`config.mk`:
```
export PLATFORM = sky130hd
export DESIGN_NAME = axi3_sink_gen
export DESIGN_NICKNAME = d
export VERILOG_FILES = /design/src/rtl/axi3_sink_gen.sv
export SDC_FILE = /design/constraint.sdc
export NUM_CORES = 1
export LEC_CHECK = 0
export BUFFER_PORTS_ARGS = -buffer_cell sky130_fd_sc_hd__buf_4
export CORE_MARGIN = 1.5
export CORE_UTILIZATION = 29
export DETAILED_ROUTE_END_ITERATION = 10
export SLEW_MARGIN = 15
export SYNTH_ARGS = -nofsm -noshare
export SYNTH_HDL_FRONTEND = slang
export SYNTH_SLANG_ARGS = --single-unit
```
`constraint.sdc`:
```
create_clock -name S_AXI_ACLK -period 6.78 [get_ports S_AXI_ACLK]
set_clock_uncertainty 0.15 [all_clocks]
set_input_delay 0 -clock S_AXI_ACLK [delete_from_list [all_inputs] [get_ports S_AXI_ACLK]]
set_output_delay 0 -clock S_AXI_ACLK [all_outputs]
set_load 0.01 [all_outputs]
```
`src/rtl/axi3_sink_gen.sv`:
```
// AXI3 slave sink used as a bandwidth target. Write bursts are absorbed and
// answered with one B response each, in completion order, from a small FIFO.
// Reads are optionally answered with address-derived data. Beat and burst
// counters are exported for throughput measurement.
module axi3_sink_gen #(
  parameter int C_AXI_ID_WIDTH   = 1,
  parameter int C_AXI_ADDR_WIDTH = 32,
  parameter int C_AXI_DATA_WIDTH = 32,
  parameter int B_DEPTH_P        = 16,
  parameter int READ_EN_P        = 1,
  parameter int CNT_WIDTH_P      = 32
) (
  input  logic                          S_AXI_ACLK,
  input  logic                          S_AXI_ARESETN,
  input  logic                          S_AXI_AWVALID,
  input  logic [C_AXI_ID_WIDTH-1:0]     S_AXI_AWID,
  input  logic [C_AXI_ADDR_WIDTH-1:0]   S_AXI_AWADDR,
  input  logic [3:0]                    S_AXI_AWLEN,
  input  logic [2:0]                    S_AXI_AWSIZE,
  input  logic [1:0]                    S_AXI_AWBURST,
  input  logic [1:0]                    S_AXI_AWLOCK,
  input  logic [3:0]                    S_AXI_AWCACHE,
  input  logic [2:0]                    S_AXI_AWPROT,
  input  logic [3:0]                    S_AXI_AWQOS,
  output logic                          S_AXI_AWREADY,
  input  logic                          S_AXI_WVALID,
  input  logic [C_AXI_ID_WIDTH-1:0]     S_AXI_WID,
  input  logic [C_AXI_DATA_WIDTH-1:0]   S_AXI_WDATA,
  input  logic [C_AXI_DATA_WIDTH/8-1:0] S_AXI_WSTRB,
  input  logic                          S_AXI_WLAST,
  output logic                          S_AXI_WREADY,
  output logic                          S_AXI_BVALID,
  input  logic                          S_AXI_BREADY,
  output logic [C_AXI_ID_WIDTH-1:0]     S_AXI_BID,
  output logic [1:0]                    S_AXI_BRESP,
  input  logic                          S_AXI_ARVALID,
  input  logic [C_AXI_ID_WIDTH-1:0]     S_AXI_ARID,
  input  logic [C_AXI_ADDR_WIDTH-1:0]   S_AXI_ARADDR,
  input  logic [3:0]                    S_AXI_ARLEN,
  input  logic [2:0]                    S_AXI_ARSIZE,
  input  logic [1:0]                    S_AXI_ARBURST,
  input  logic [1:0]                    S_AXI_ARLOCK,
  input  logic [3:0]                    S_AXI_ARCACHE,
  input  logic [2:0]                    S_AXI_ARPROT,
  input  logic [3:0]                    S_AXI_ARQOS,
  output logic                          S_AXI_ARREADY,
  output logic                          S_AXI_RVALID,
  input  logic                          S_AXI_RREADY,
  output logic [C_AXI_ID_WIDTH-1:0]     S_AXI_RID,
  output logic [C_AXI_DATA_WIDTH-1:0]   S_AXI_RDATA,
  output logic                          S_AXI_RLAST,
  output logic [1:0]                    S_AXI_RRESP,
  output logic [CNT_WIDTH_P-1:0]        wbeats_o,
  output logic [CNT_WIDTH_P-1:0]        wbursts_o,
  output logic [CNT_WIDTH_P-1:0]        rbeats_o
);

  localparam int PTR_W = $clog2(B_DEPTH_P);
  localparam int OCC_W = PTR_W + 1;
  localparam int BENT_W = C_AXI_ID_WIDTH + 2;

  localparam logic [0:0] W_IDLE = 1'b0;
  localparam logic [0:0] W_DATA = 1'b1;
  localparam logic [0:0] R_IDLE = 1'b0;
  localparam logic [0:0] R_DATA = 1'b1;

  logic [1:0] rst_sync_q;
  logic       rst_int_n;
  logic       run_q;

  logic [0:0]                w_state_q, w_state_d;
  logic [C_AXI_ID_WIDTH-1:0] w_id_q, w_id_d;
  logic [3:0]                w_len_q, w_len_d;
  logic [3:0]                w_beat_q, w_beat_d;
  logic [CNT_WIDTH_P-1:0]    wbeats_q, wbeats_d;
  logic [CNT_WIDTH_P-1:0]    wbursts_q, wbursts_d;

  logic aw_hs;
  logic w_hs;
  logic w_at_len;
  logic w_end;
  logic w_err;

  logic [BENT_W-1:0] b_mem_q [B_DEPTH_P];
  logic [PTR_W-1:0]  b_wr_ptr_q, b_wr_ptr_d;
  logic [PTR_W-1:0]  b_rd_ptr_q, b_rd_ptr_d;
  logic [OCC_W-1:0]  b_count_q, b_count_d;
  logic [BENT_W-1:0] b_push_entry;
  logic [BENT_W-1:0] b_head;
  logic              b_push;
  logic              b_pop;
  logic              b_full;

  logic unused_ok;

  // Reset asserts asynchronously but is released only on a clock edge, so
  // every flop below leaves reset in the same cycle.
  always_ff @(posedge S_AXI_ACLK or negedge S_AXI_ARESETN) begin
    if (!S_AXI_ARESETN) begin
      rst_sync_q <= 2'b00;
    end else begin
      rst_sync_q <= {rst_sync_q[0], 1'b1};
    end
  end

  assign rst_int_n = rst_sync_q[1];

  // Holds the READY outputs low until the cycle after reset is released.
  always_ff @(posedge S_AXI_ACLK or negedge rst_int_n) begin
    if (!rst_int_n) begin
      run_q <= 1'b0;
    end else begin
      run_q <= 1'b1;
    end
  end

  assign b_full   = (b_count_q == OCC_W'(B_DEPTH_P));
  assign S_AXI_AWREADY = run_q && (w_state_q == W_IDLE) && !b_full;
  assign S_AXI_WREADY  = (w_state_q == W_DATA);
  assign aw_hs    = S_AXI_AWVALID && S_AXI_AWREADY;
  assign w_hs     = S_AXI_WVALID && S_AXI_WREADY;
  assign w_at_len = (w_beat_q == w_len_q);
  assign w_end    = w_hs && (S_AXI_WLAST || w_at_len);
  assign w_err    = S_AXI_WLAST ^ w_at_len;

  // Write burst tracking: latch the AW, count beats, finish on WLAST or on
  // the AWLEN-th beat, whichever arrives first.
  always_comb begin
    w_state_d = w_state_q;
    w_id_d    = w_id_q;
    w_len_d   = w_len_q;
    w_beat_d  = w_beat_q;
    wbeats_d  = wbeats_q;
    wbursts_d = wbursts_q;
    case (w_state_q)
      W_IDLE: begin
        if (aw_hs) begin
          w_state_d = W_DATA;
          w_id_d    = S_AXI_AWID;
          w_len_d   = S_AXI_AWLEN;
          w_beat_d  = 4'd0;
        end
      end
      W_DATA: begin
        if (w_hs) begin
          w_beat_d = w_beat_q + 4'd1;
          wbeats_d = wbeats_q + CNT_WIDTH_P'(1);
          if (w_end) begin
            wbursts_d = wbursts_q + CNT_WIDTH_P'(1);
            w_state_d = W_IDLE;
          end
        end
      end
      default: begin
        w_state_d = W_IDLE;
      end
    endcase
  end

  // Write-side state registers.
  always_ff @(posedge S_AXI_ACLK or negedge rst_int_n) begin
    if (!rst_int_n) begin
      w_state_q <= W_IDLE;
      w_id_q    <= '0;
      w_len_q   <= '0;
      w_beat_q  <= '0;
      wbeats_q  <= '0;
      wbursts_q <= '0;
    end else begin
      w_state_q <= w_state_d;
      w_id_q    <= w_id_d;
      w_len_q   <= w_len_d;
      w_beat_q  <= w_beat_d;
      wbeats_q  <= wbeats_d;
      wbursts_q <= wbursts_d;
    end
  end

  assign b_push       = w_end;
  assign b_push_entry = {w_id_q, (w_err ? 2'b10 : 2'b00)};
  assign b_pop        = S_AXI_BVALID && S_AXI_BREADY;

  // B FIFO pointer and occupancy update; a push cannot coincide with a full
  // FIFO because AW is only accepted while there is room.
  always_comb begin
    b_wr_ptr_d = b_wr_ptr_q;
    b_rd_ptr_d = b_rd_ptr_q;
    b_count_d  = b_count_q;
    if (b_push) begin
      b_wr_ptr_d = b_wr_ptr_q + PTR_W'(1);
    end
    if (b_pop) begin
      b_rd_ptr_d = b_rd_ptr_q + PTR_W'(1);
    end
    case ({b_push, b_pop})
      2'b10:   b_count_d = b_count_q + OCC_W'(1);
      2'b01:   b_count_d = b_count_q - OCC_W'(1);
      default: b_count_d = b_count_q;
    endcase
  end

  // B FIFO storage and pointers; reset drops every pending response.
  always_ff @(posedge S_AXI_ACLK or negedge rst_int_n) begin
    if (!rst_int_n) begin
      for (int i = 0; i < B_DEPTH_P; i++) begin
        b_mem_q[i] <= '0;
      end
      b_wr_ptr_q <= '0;
      b_rd_ptr_q <= '0;
      b_count_q  <= '0;
    end else begin
      if (b_push) begin
        b_mem_q[b_wr_ptr_q] <= b_push_entry;
      end
      b_wr_ptr_q <= b_wr_ptr_d;
      b_rd_ptr_q <= b_rd_ptr_d;
      b_count_q  <= b_count_d;
    end
  end

  assign b_head       = b_mem_q[b_rd_ptr_q];
  assign S_AXI_BVALID = (b_count_q != '0);
  assign S_AXI_BID    = S_AXI_BVALID ? b_head[BENT_W-1:2] : '0;
  assign S_AXI_BRESP  = S_AXI_BVALID ? b_head[1:0] : 2'b00;

  assign wbeats_o  = wbeats_q;
  assign wbursts_o = wbursts_q;

  generate
    if (READ_EN_P != 0) begin : g_read
      logic [0:0]                  r_state_q, r_state_d;
      logic [C_AXI_ID_WIDTH-1:0]   r_id_q, r_id_d;
      logic [C_AXI_ADDR_WIDTH-1:0] r_addr_q, r_addr_d;
      logic [3:0]                  r_len_q, r_len_d;
      logic [2:0]                  r_size_q, r_size_d;
      logic [3:0]                  r_beat_q, r_beat_d;
      logic [CNT_WIDTH_P-1:0]      rbeats_q, rbeats_d;
      logic [C_AXI_ADDR_WIDTH-1:0] r_offset;
      logic [C_AXI_ADDR_WIDTH-1:0] r_word;
      logic                        ar_hs;
      logic                        r_hs;
      logic                        r_active;

      assign r_active      = (r_state_q == R_DATA);
      assign S_AXI_ARREADY = run_q && (r_state_q == R_IDLE);
      assign S_AXI_RVALID  = r_active;
      assign S_AXI_RLAST   = r_active && (r_beat_q == r_len_q);
      assign S_AXI_RRESP   = 2'b00;
      assign S_AXI_RID     = r_active ? r_id_q : '0;
      assign r_offset      = C_AXI_ADDR_WIDTH'(r_beat_q) << r_size_q;
      assign r_word        = r_addr_q + r_offset;
      assign S_AXI_RDATA   = r_active ? C_AXI_DATA_WIDTH'(r_word) : '0;
      assign ar_hs         = S_AXI_ARVALID && S_AXI_ARREADY;
      assign r_hs          = S_AXI_RVALID && S_AXI_RREADY;
      assign rbeats_o      = rbeats_q;

      // Read burst sequencing: latch the AR, then present one beat at a
      // time, advancing only when the master takes it.
      always_comb begin
        r_state_d = r_state_q;
        r_id_d    = r_id_q;
        r_addr_d  = r_addr_q;
        r_len_d   = r_len_q;
        r_size_d  = r_size_q;
        r_beat_d  = r_beat_q;
        rbeats_d  = rbeats_q;
        case (r_state_q)
          R_IDLE: begin
            if (ar_hs) begin
              r_state_d = R_DATA;
              r_id_d    = S_AXI_ARID;
              r_addr_d  = S_AXI_ARADDR;
              r_len_d   = S_AXI_ARLEN;
              r_size_d  = S_AXI_ARSIZE;
              r_beat_d  = 4'd0;
            end
          end
          R_DATA: begin
            if (r_hs) begin
              r_beat_d = r_beat_q + 4'd1;
              rbeats_d = rbeats_q + CNT_WIDTH_P'(1);
              if (S_AXI_RLAST) begin
                r_state_d = R_IDLE;
              end
            end
          end
          default: begin
            r_state_d = R_IDLE;
          end
        endcase
      end

      // Read-side state registers.
      always_ff @(posedge S_AXI_ACLK or negedge rst_int_n) begin
        if (!rst_int_n) begin
          r_state_q <= R_IDLE;
          r_id_q    <= '0;
          r_addr_q  <= '0;
          r_len_q   <= '0;
          r_size_q  <= '0;
          r_beat_q  <= '0;
          rbeats_q  <= '0;
        end else begin
          r_state_q <= r_state_d;
          r_id_q    <= r_id_d;
          r_addr_q  <= r_addr_d;
          r_len_q   <= r_len_d;
          r_size_q  <= r_size_d;
          r_beat_q  <= r_beat_d;
          rbeats_q  <= rbeats_d;
        end
      end
    end else begin : g_noread
      logic unused_rd_ok;

      assign S_AXI_ARREADY = 1'b0;
      assign S_AXI_RVALID  = 1'b0;
      assign S_AXI_RLAST   = 1'b0;
      assign S_AXI_RRESP   = 2'b11;
      assign S_AXI_RID     = '0;
      assign S_AXI_RDATA   = '0;
      assign rbeats_o      = '0;
      assign unused_rd_ok  = ^{S_AXI_ARVALID, S_AXI_ARID, S_AXI_ARADDR,
                               S_AXI_ARLEN, S_AXI_ARSIZE, S_AXI_RREADY};
    end
  endgenerate

  assign unused_ok = ^{S_AXI_AWADDR, S_AXI_AWSIZE, S_AXI_AWBURST, S_AXI_AWLOCK,
                       S_AXI_AWCACHE, S_AXI_AWPROT, S_AXI_AWQOS, S_AXI_WID,
                       S_AXI_WDATA, S_AXI_WSTRB, S_AXI_ARBURST, S_AXI_ARLOCK,
                       S_AXI_ARCACHE, S_AXI_ARPROT, S_AXI_ARQOS};

endmodule

```
* Word level (Yosys, flattened, before mapping)
Index checks and enable logic that the tools add are counted.
** Word-level totals
- Register bits after elaboration :: 215
- Input bits :: 155
- Word-level logic and storage cells :: 110
** Operators by class
- $add $sub $neg :: 10
- $lt $le $gt $ge :: 3
- Eq/ne operators :: 9
- Shift-type cells :: 1
- Multiplexer cells :: 26
- Bitwise logic cells :: 5
- Reduce and logical (&&, ||, !) cells :: 22
** Operator list (number)
- $add A32 B1 Y32 const B :: 3
- $bwmux W48 :: 1
- $add A32 B32 Y32 :: 1
- $mux W32 :: 1
- $shl A4 B3 Y32 :: 1
- $add A4 B1 Y4 const B :: 4
- $mux W4 :: 4
- $pmux W4 S2 :: 2
- $bmux W3 S4 :: 1
- $demux W3 S4 :: 1
- $reduce_and A2 Y1 :: 6
- $logic_and A1 B1 Y1 :: 11
- $ge A5 B5 Y1 const B :: 2
- $not A4 Y5 :: 2
- $pmux W5 S2 :: 1
- $mux W3 :: 3
- $eq A4 B4 Y1 :: 2
- $mux W1 :: 8
- $add A5 B1 Y5 const B :: 1
- $eq A5 B5 Y1 const B :: 1
- $lt A5 B1 Y1 const B :: 1
- $reduce_bool A5 Y1 :: 1
- $sub A5 B1 Y5 const B :: 1
- $mux W2 :: 2
- 11 further kinds :: 15

* Logic depth before layout (Yosys ltp)
Gate-level depths: netlist of run 1.
- Depth after elaboration :: 6
- Depth in mapped cells :: 15
- Gate-level depth less buffers :: 13

* Worst setup path before layout of run 1
Ideal clock, no wire load.
- Path kind :: register -> register
- Start :: reg w_beat_q[0]
- End :: reg b_count_q[4]
- Arrival time :: 2.916 ns
- Data required time :: 6.551 ns
- Setup slack :: 3.635 ns
- Stages on the path, launching flop included :: 15
- Cell sequence :: dfrtp_1 xnor2_1 nand4_1 ha_1 and3b_1 buf_2 buf_1 inv_1 ha_1 ha_1 nor2b_1 o21ai_0 a21oi_1 nor3_1 xor2_1
** On the way
- Cells in the longest elaborated chain, start to end :: 5
** Ends and longest elaborated chain
- start, declared :: line 74 : logic [3:0] w_beat_q, w_beat_d;
- start signal, assigned :: line 173 : w_beat_q <= w_beat_d;
- $eq A4 B4 Y1 * :: line 122 : assign w_at_len = (w_beat_q == w_len_q);
- $logic_or A1 B1 Y1 * :: line 123 : assign w_end = w_hs && (S_AXI_WLAST || w_at_len);
- $logic_and A1 B1 Y1 * :: line 123
- $eq A2 B1 Y1 / $eq A2 B2 Y1 (equally long branches) :: line 195 : case ({b_push, b_pop})
- $pmux W5 S2 / $reduce_bool A2 Y1 (equally long branches)
- end signal, assigned :: line 217 : b_count_q <= b_count_d;
- end, declared :: line 87 : logic [OCC_W-1:0] b_count_q, b_count_d;
Every way passes the cells marked *; elsewhere a longest branch is shown, timed or not.
A chain may end at the register's enable or synchronous reset.

* Worst setup path after layout of run 1
- Start :: reg g_read.r_size_q[1]
- End :: out S_AXI_RDATA[29]
** On the way
- Cells in the longest elaborated chain, start to end :: 3
** Ends and longest elaborated chain
- start, declared :: line 235 : logic [2:0] r_size_q, r_size_d;
- start signal, assigned :: line 308 : r_size_q <= r_size_d;
- $shl A4 B3 Y32 :: line 250 : assign r_offset = C_AXI_ADDR_WIDTH'(r_beat_q) << r_size_q;
- $add A32 B32 Y32 :: line 251 : assign r_word = r_addr_q + r_offset;
- $mux W32 :: line 252 : assign S_AXI_RDATA = r_active ? C_AXI_DATA_WIDTH'(r_word) : '0;
- end, declared :: line 50 : output logic [C_AXI_DATA_WIDTH-1:0] S_AXI_RDATA,
No other way between the ends.

==> key figures, run 1 <==
Outcome
  • Status: finished, violations left
  • Failing checks: DRC

Final layout
  • Util after Layout: 38.97%
  • Layout area overhead: 31.99%
  • Fraction of layout cells with a size suffix above 1: 19.51%
  • Nets: 1509
  • Fill cell count: 3533
  • Fin area: 0.01390 mm^2
  • # diodes: 0

Placement
  • RePlAce Congestion: 0.8029
  • PortBufs: 189
  • Post-placement cell area: 0.01239 mm^2
  • Post-Place Worst Slack: 3018 ps
  • Dpl hpwl: 19310 um

Job
  • Max-cap violation count: 0

Power and ir drop
  • Total design power: 5.044 mW
  • Pwr dens: 363.0 mW/mm^2
  • Leakage: 6.541 nW
  • Worst VDD drop: 222.4 uV

Clocking
  • Clock buffer depth: 2
  • # clock sinks: 199
  • Postcts setup bufs: 0
  • Clk Tree Root Cell: clkbuf_16
  • H-tree levels: 4
  • Post-CTS sizing: 0
  • Worst-path clk slew: 80 ps
  • Total CTS buffers: 17
  • Worst-Skew Late Latency: 440 ps
  • Hold Buf Count CTS: 87
  • TritonCTS clock tree: yes

Drt
  • Antenna viol nets, final: 0
  • 1st-pass router iterations: 8
  • WL final: 27310 um
  • Wire length per cell: 15.18 um
  • Iteration-0 DRC Markers: 450
  • DR vias: 8565
  • Average via count per standard cell: 4.761
  • Drt drc: 14

Synth
  • EDFF count, synth: 0
  • Top-count cell post-synth: nand2_1
  • Biggest area consumer among synthesized cells: dfrtp_1
  • Top cells by area, synth: dfrtp_1 47%, nand2_1 7.7%, xnor2_1 6.7%
  • Synthesized area: 0.01053 mm^2
  • Syn Inst Count: 1063
  • Post-synthesis cell type count: 64
  • Warnings from Yosys: 0
  • Yosys reg bits: 199
  • Async set-reset flop share out of synthesis: 100.0%
  • Synth top area share: 47.30%
  • Sequential area share after synthesis: 47.30%
  • Commonest cells post-synth: 215 x nand2_1, 199 x dfrtp_1, 80 x xnor2_1
  • Mean Syn Cell Area: 9.904 um^2
  • Ys flop type: dfrtp_1

Setup path
  • Slowest CP cell: dfrtp_1
  • Buf/Inv on CP: 1
  • Startpoint types: register
  • Critical Path Start: g_read.r_size_q[1]$_DFFE_PN0P_
  • Req. time, crit path: 6630 ps
  • CP endpoint kind: primary output
  • Top delay family on crit path: compound AO/OA/AOI/OAI gates
  • Setup CP Type: reg -> out
  • Critical-path cell list: mux2_2, nand2_1, o21ai_0, o2bb2ai_1, ha_1, and2_1, a311oi_1, a21oi_1, o21ai_0, o211ai_1, buf_4
  • Launch point of the worst reg-to-reg path: w_beat_q[0]$_DFFE_PN0P_
  • Crit-path max FO: 14
  • CP arrival: 4150 ps
  • Worst path most repeated cell: o21ai_0
  • Largest stage delay, worst path: 610 ps

Global route
  • GRT Overall Usage: 15.08%
  • Largest net degree at the start of global routing: 71
  • Initial antenna violation count: 0
  • First-pass GRT wire length: 45530 um
  • Vias in the first global route: 8569
  • GRT Residual Overflow: 0

Die
  • Initial Util: 29.53%
  • Io pins: 295
  • DIE HEIGHT: 193.5 um
  • Core area: 0.03566 mm^2
  • Row count: 69
  • Die Area: 0.03745 mm^2
  • Die X: 193.5 um

Timing
  • Setup_tns: 0 ps
  • Slew @ Worst Pin: 1166 ps
  • Pins Over Slew Limit: 0
  • Fin crit period: 4296 ps
  • Final Hold Fails: 0
  • Unrepaired setup endpoints after global routing: no
  • Fmax: 232.8 MHz
  • Final Setup Violations: 0
  • Rel. slew slack: 22.26%
  • Final Cycle Share: 63.37%
  • Worst setup margin: 2484 ps

Min path
  • HP Class: in -> reg
  • Worst min-delay path startpoint: S_AXI_ARVALID
registers in the layout (all words and copies together) (netlist names):
register / flops
wbeats_o: 32
S_AXI_RVALID: 1
g_read.r_addr_q: 32
rst_sync_q: 2
wbursts_o: 32
rbeats_o: 32
run_q: 1
b_rd_ptr_q: 4
g_read.r_beat_q: 4
S_AXI_WREADY: 1
g_read.r_len_q: 4
w_beat_q: 4
b_count_q: 5
w_len_q: 4
b_wr_ptr_q: 4
b_mem_q: 32
w_id_q: 1
g_read.r_id_q: 1
g_read.r_size_q: 3
path summary, 6_finish.rpt:
kind                                                  end  slack (ps)  cells past startpoint
min in group asynchronous         wbeats_o[1]$_DFFE_PN0P_         160                      0
hold / removal             g_read.r_beat_q[0]$_DFFE_PN0P_          50                      5
max in group asynchronous  g_read.r_addr_q[9]$_DFFE_PN0P_        4670                      2
setup reg to reg                 b_count_q[4]$_DFFE_PN0P_        3310                     12
setup / recovery                          S_AXI_RDATA[29]        2480                     11
hold reg to reg                   wbeats_o[1]$_DFFE_PN0P_         160                      0
power breakdown:
| group | total, mW | switching [mW] | internal (mW) |
|---|---|---|---|
| Combinational | 2.04 | 0.989 | 1.06 |
| Clock | 1.10 | 0.493 | 0.604 |
| Sequential | 1.90 | 0.398 | 1.50 |
area by class of cell:
cell class	instances	area (um^2)	share of cell area, %
Clock inverter	13	187.7	1.351
Tap cell	461	576.8	4.151
Timing Repair Buffer	281	2327	16.75
Inverter	24	90.09	0.6483
Multi-Input combinational cell	802	5286	38.04
Sequential cell	199	4985	35.87
Clock buffer	19	442.9	3.187
cell usage in the layout, fill, tap and decap left out, drive strengths merged, types with 10 or more instances in the layout:
cell type    instances
clkbuf              19
inv                 29
o21ai               23
dfrtp              199
nor3                19
nand2b              23
mux4                10
dlygate4sd3         87
ha                  27
nand4               40
nand2              215
buf                194
and2                16
nor2                61
mux2                41
nand3               52
a21oi               26
xnor2               80
mux2i               15
xor2                39
and3                23
and4                13
per-layer routing:
metal	up-vias	global-route usage (%)	wire length (um)
met5	-	0	0
met2	192	24.25	12990
met1	4163	20.14	12640
li1	4185	-	-
met4	0	4.112	358
met3	25	3.766	1318
stage by stage:
step / hold WS [ps] / cells
finish: 45.41 / 1799
global placement: -366.5 / 1680
floorplan: -445.6 / 1066
detailed placement: -364.1 / 1680
CTS: 21.12 / 1799
global route: 108.7 / 1799
cells by family (layout without fill, tap and decap cells):
kind of cell    count (synthesis)  count (layout)  synth area share, %
flops                         199             199                47.30
simple gates                  487             487                22.26
fa+ha+maj                      29              29                3.589
other cells                     2               5              0.07134
buf+inv                        65             337                2.603
mux                            66              66                7.951
xor+xnor                      119             119                9.900
compound gates                 96              96                6.323
tightest hold or removal path: cells and delay by family:
| kind | cells | cell delay (ps) |
|---|---|---|
| simple gates | 2 | 170 |
| compound gates | 1 | 70 |
| buf+inv | 2 | 340 |
No activity file was read; power rests on OpenSTA's default activity.
==> run 2, diff against run 1 <==
- ABC_AREA: default -> 1
- clock period: 6.78 -> 4.5 ns (I/O delays scaled with it)
==> key figures, run 2 <==
Timing
  • Setup_tns: 0 ps
  • Fmax: 288.9 MHz
  • Final Setup Violations: 0
  • Unrepaired setup endpoints after global routing: no
  • Pins Over Slew Limit: 0
  • Final Hold Fails: 0
  • Slew @ Worst Pin: 836.9 ps
  • Rel. slew slack: 44.07%
  • Final Cycle Share: 76.93%
  • Fin crit period: 3462 ps

Synth
  • Commonest cells post-synth: 580 x nand2_1, 199 x dfrtp_1, 178 x inv_1
  • Yosys reg bits: 199
  • Warnings from Yosys: 0
  • EDFF count, synth: 0
  • Ys flop type: dfrtp_1
  • Async set-reset flop share out of synthesis: 100.0%
  • Sequential area share after synthesis: 42.59%
  • Synthesized area: 0.01169 mm^2
  • Biggest area consumer among synthesized cells: dfrtp_1
  • Synth top area share: 42.59%
  • Top-count cell post-synth: nand2_1
  • Syn Inst Count: 1620
  • Mean Syn Cell Area: 7.217 um^2
  • Top cells by area, synth: dfrtp_1 43%, nand2_1 19%, inv_1 5.7%
  • Post-synthesis cell type count: 39

Drt
  • Antenna viol nets, final: 0
  • Wire length per cell: 14.16 um
  • DR vias: 11030
  • Average via count per standard cell: 4.581
  • WL final: 34090 um
  • 1st-pass router iterations: 5
  • Drt drc: 0
  • Iteration-0 DRC Markers: 609

Setup path
  • CP endpoint kind: primary output
  • Setup CP Type: reg -> out
  • CP arrival: 3310 ps
  • Startpoint types: register
  • Req. time, crit path: 4350 ps
  • Critical Path Start: g_read.r_beat_q[1]$_DFFE_PN0P_
  • Launch point of the worst reg-to-reg path: b_count_q[1]$_DFFE_PN0P_
  • Crit-path max FO: 6

Die
  • DIE HEIGHT: 203.8 um
  • Io pins: 295
  • Core area: 0.03973 mm^2
  • Row count: 73
  • Die Area: 0.04153 mm^2
  • Die X: 203.8 um
  • Initial Util: 29.43%

Clocking
  • Worst-Skew Late Latency: 460 ps
  • Total CTS buffers: 17
  • Post-CTS sizing: 0
  • Clk Tree Root Cell: clkbuf_16
  • Worst-path clk slew: 80 ps
  • Hold Buf Count CTS: 62
  • H-tree levels: 4
  • Clock buffer depth: 2
  • TritonCTS clock tree: yes
  • Postcts setup bufs: 0
  • # clock sinks: 199

Global route
  • Vias in the first global route: 11040
  • GRT Residual Overflow: 0
  • Largest net degree at the start of global routing: 121
  • First-pass GRT wire length: 55460 um
  • GRT Overall Usage: 16.67%
  • Initial antenna violation count: 1

Min path
  • HP Class: in -> reg
  • Worst min-delay path startpoint: S_AXI_ARADDR[28]

Final layout
  • Most common cell after layout, fill and taps aside: nand2_1
  • Commonest cells after routing, fill and taps aside: 580 x nand2_1, 198 x dfrtp_1, 192 x buf_4
  • Fraction of layout cells with a size suffix above 1: 13.60%
  • Fill cell count: 4162
  • Layout area overhead: 27.77%
  • Nets: 2053

Power and ir drop
  • Worst VDD drop: 301.4 uV
  • Total design power: 7.666 mW
  • Leakage: 7.410 nW
  • Pwr dens: 513.2 mW/mm^2

Placement
  • Dpl hpwl: 24950 um
  • PortBufs: 189
  • RePlAce Congestion: 0.8927

Job
  • Max-cap violation count: 0

Outcome
  • Status: finished clean
## run 2: per-stage QoR
step | hold slack, ps | cells | instance area [um^2] | worst slack, ps | util [%]
final | 136.3 | 2408 | 14940 | 1038 | 37.60
after global routing | 143.4 | 2408 | 14940 | 740.5 | 37.60
after CTS | 104.6 | 2407 | 14940 | 1063 | 37.59
after detailed placement | -366.1 | 2313 | 13700 | 1583 | 34.47
after global placement | -367.1 | 2313 | 13700 | 1642 | 34.47
after floorplan | -445.6 | 1623 | 11700 | 1071 | -
## run 2: cell type report
type                            count  area, um^2  share of cell area, %
Antenna cell                        1       2.502                0.01675
Clock buffer                       17       425.4                  2.848
Clock inverter                     15       192.7                  1.290
Inverter                          186       703.2                  4.707
Multi-Input combinational cell   1210        5892                  39.44
Sequential cell                   199        4984                  33.36
Tap cell                          525       656.9                  4.397
Timing Repair Buffer              255        2082                  13.94
## run 2: path summary, 6_finish.rpt
| path | endpoint | slack, ps | depth (start not counted) |
|---|---|---|---|
| max | S_AXI_RDATA[16] | 1040 | 16 |
| min | g_read.r_addr_q[28]$_DFFE_PN0P_ | 140 | 4 |
| max reg2reg | w_len_q[2]$_DFFE_PN0P_ | 1510 | 8 |
| min reg2reg | rst_sync_q[1]$_DFF_PN0_ | 210 | 0 |
| max in group asynchronous | wbeats_o[21]$_DFFE_PN0P_ | 2890 | 1 |
| min in group asynchronous | rbeats_o[6]$_DFFE_PN0P_ | 230 | 0 |
## run 2: per-layer routing
layer / part of all wire (%) / GRT usage (%) / up-vias
li1: - / - / 5568
met1: 47 / 21.93 / 5193
met2: 46 / 27.00 / 216
met3: 3.9 / 2.589 / 54
met4: 3.0 / 7.381 / 0
met5: 0 / 0 / -
## run 2: report_power, final
part           internal (mW)  switching (mW)  total, mW
Clock                  0.769           0.855       1.62
Combinational           1.27            1.92       3.19
Sequential              2.27           0.573       2.85
Total                   4.32            3.35       7.67
## run 2: critical path, stage by stage (launching register included)
cell     delay, ps
dfrtp_1        400
inv_1          110
o21ai_0        260
nand2_1        110
nor2_1         160
inv_1           80
fa_1           430
inv_1          160
nand3_1        110
nand3_1        170
nand3_1         90
nand3_1        230
nand2_1        180
nand2_1         90
nand2_1         40
nor2_1          90
buf_4          130
## run 2: kinds of logic after synthesis
family | Yosys count | share of synthesized area [%]
AO/OA/AOI/OAI | 124 | 5.415
XOR/XNOR | 91 | 6.817
adder cells (fa/ha/maj) | 29 | 3.232
buffers and inverters | 214 | 7.106
flip-flops | 199 | 42.59
other | 2 | 0.06424
AND/OR/NAND/NOR | 961 | 34.77
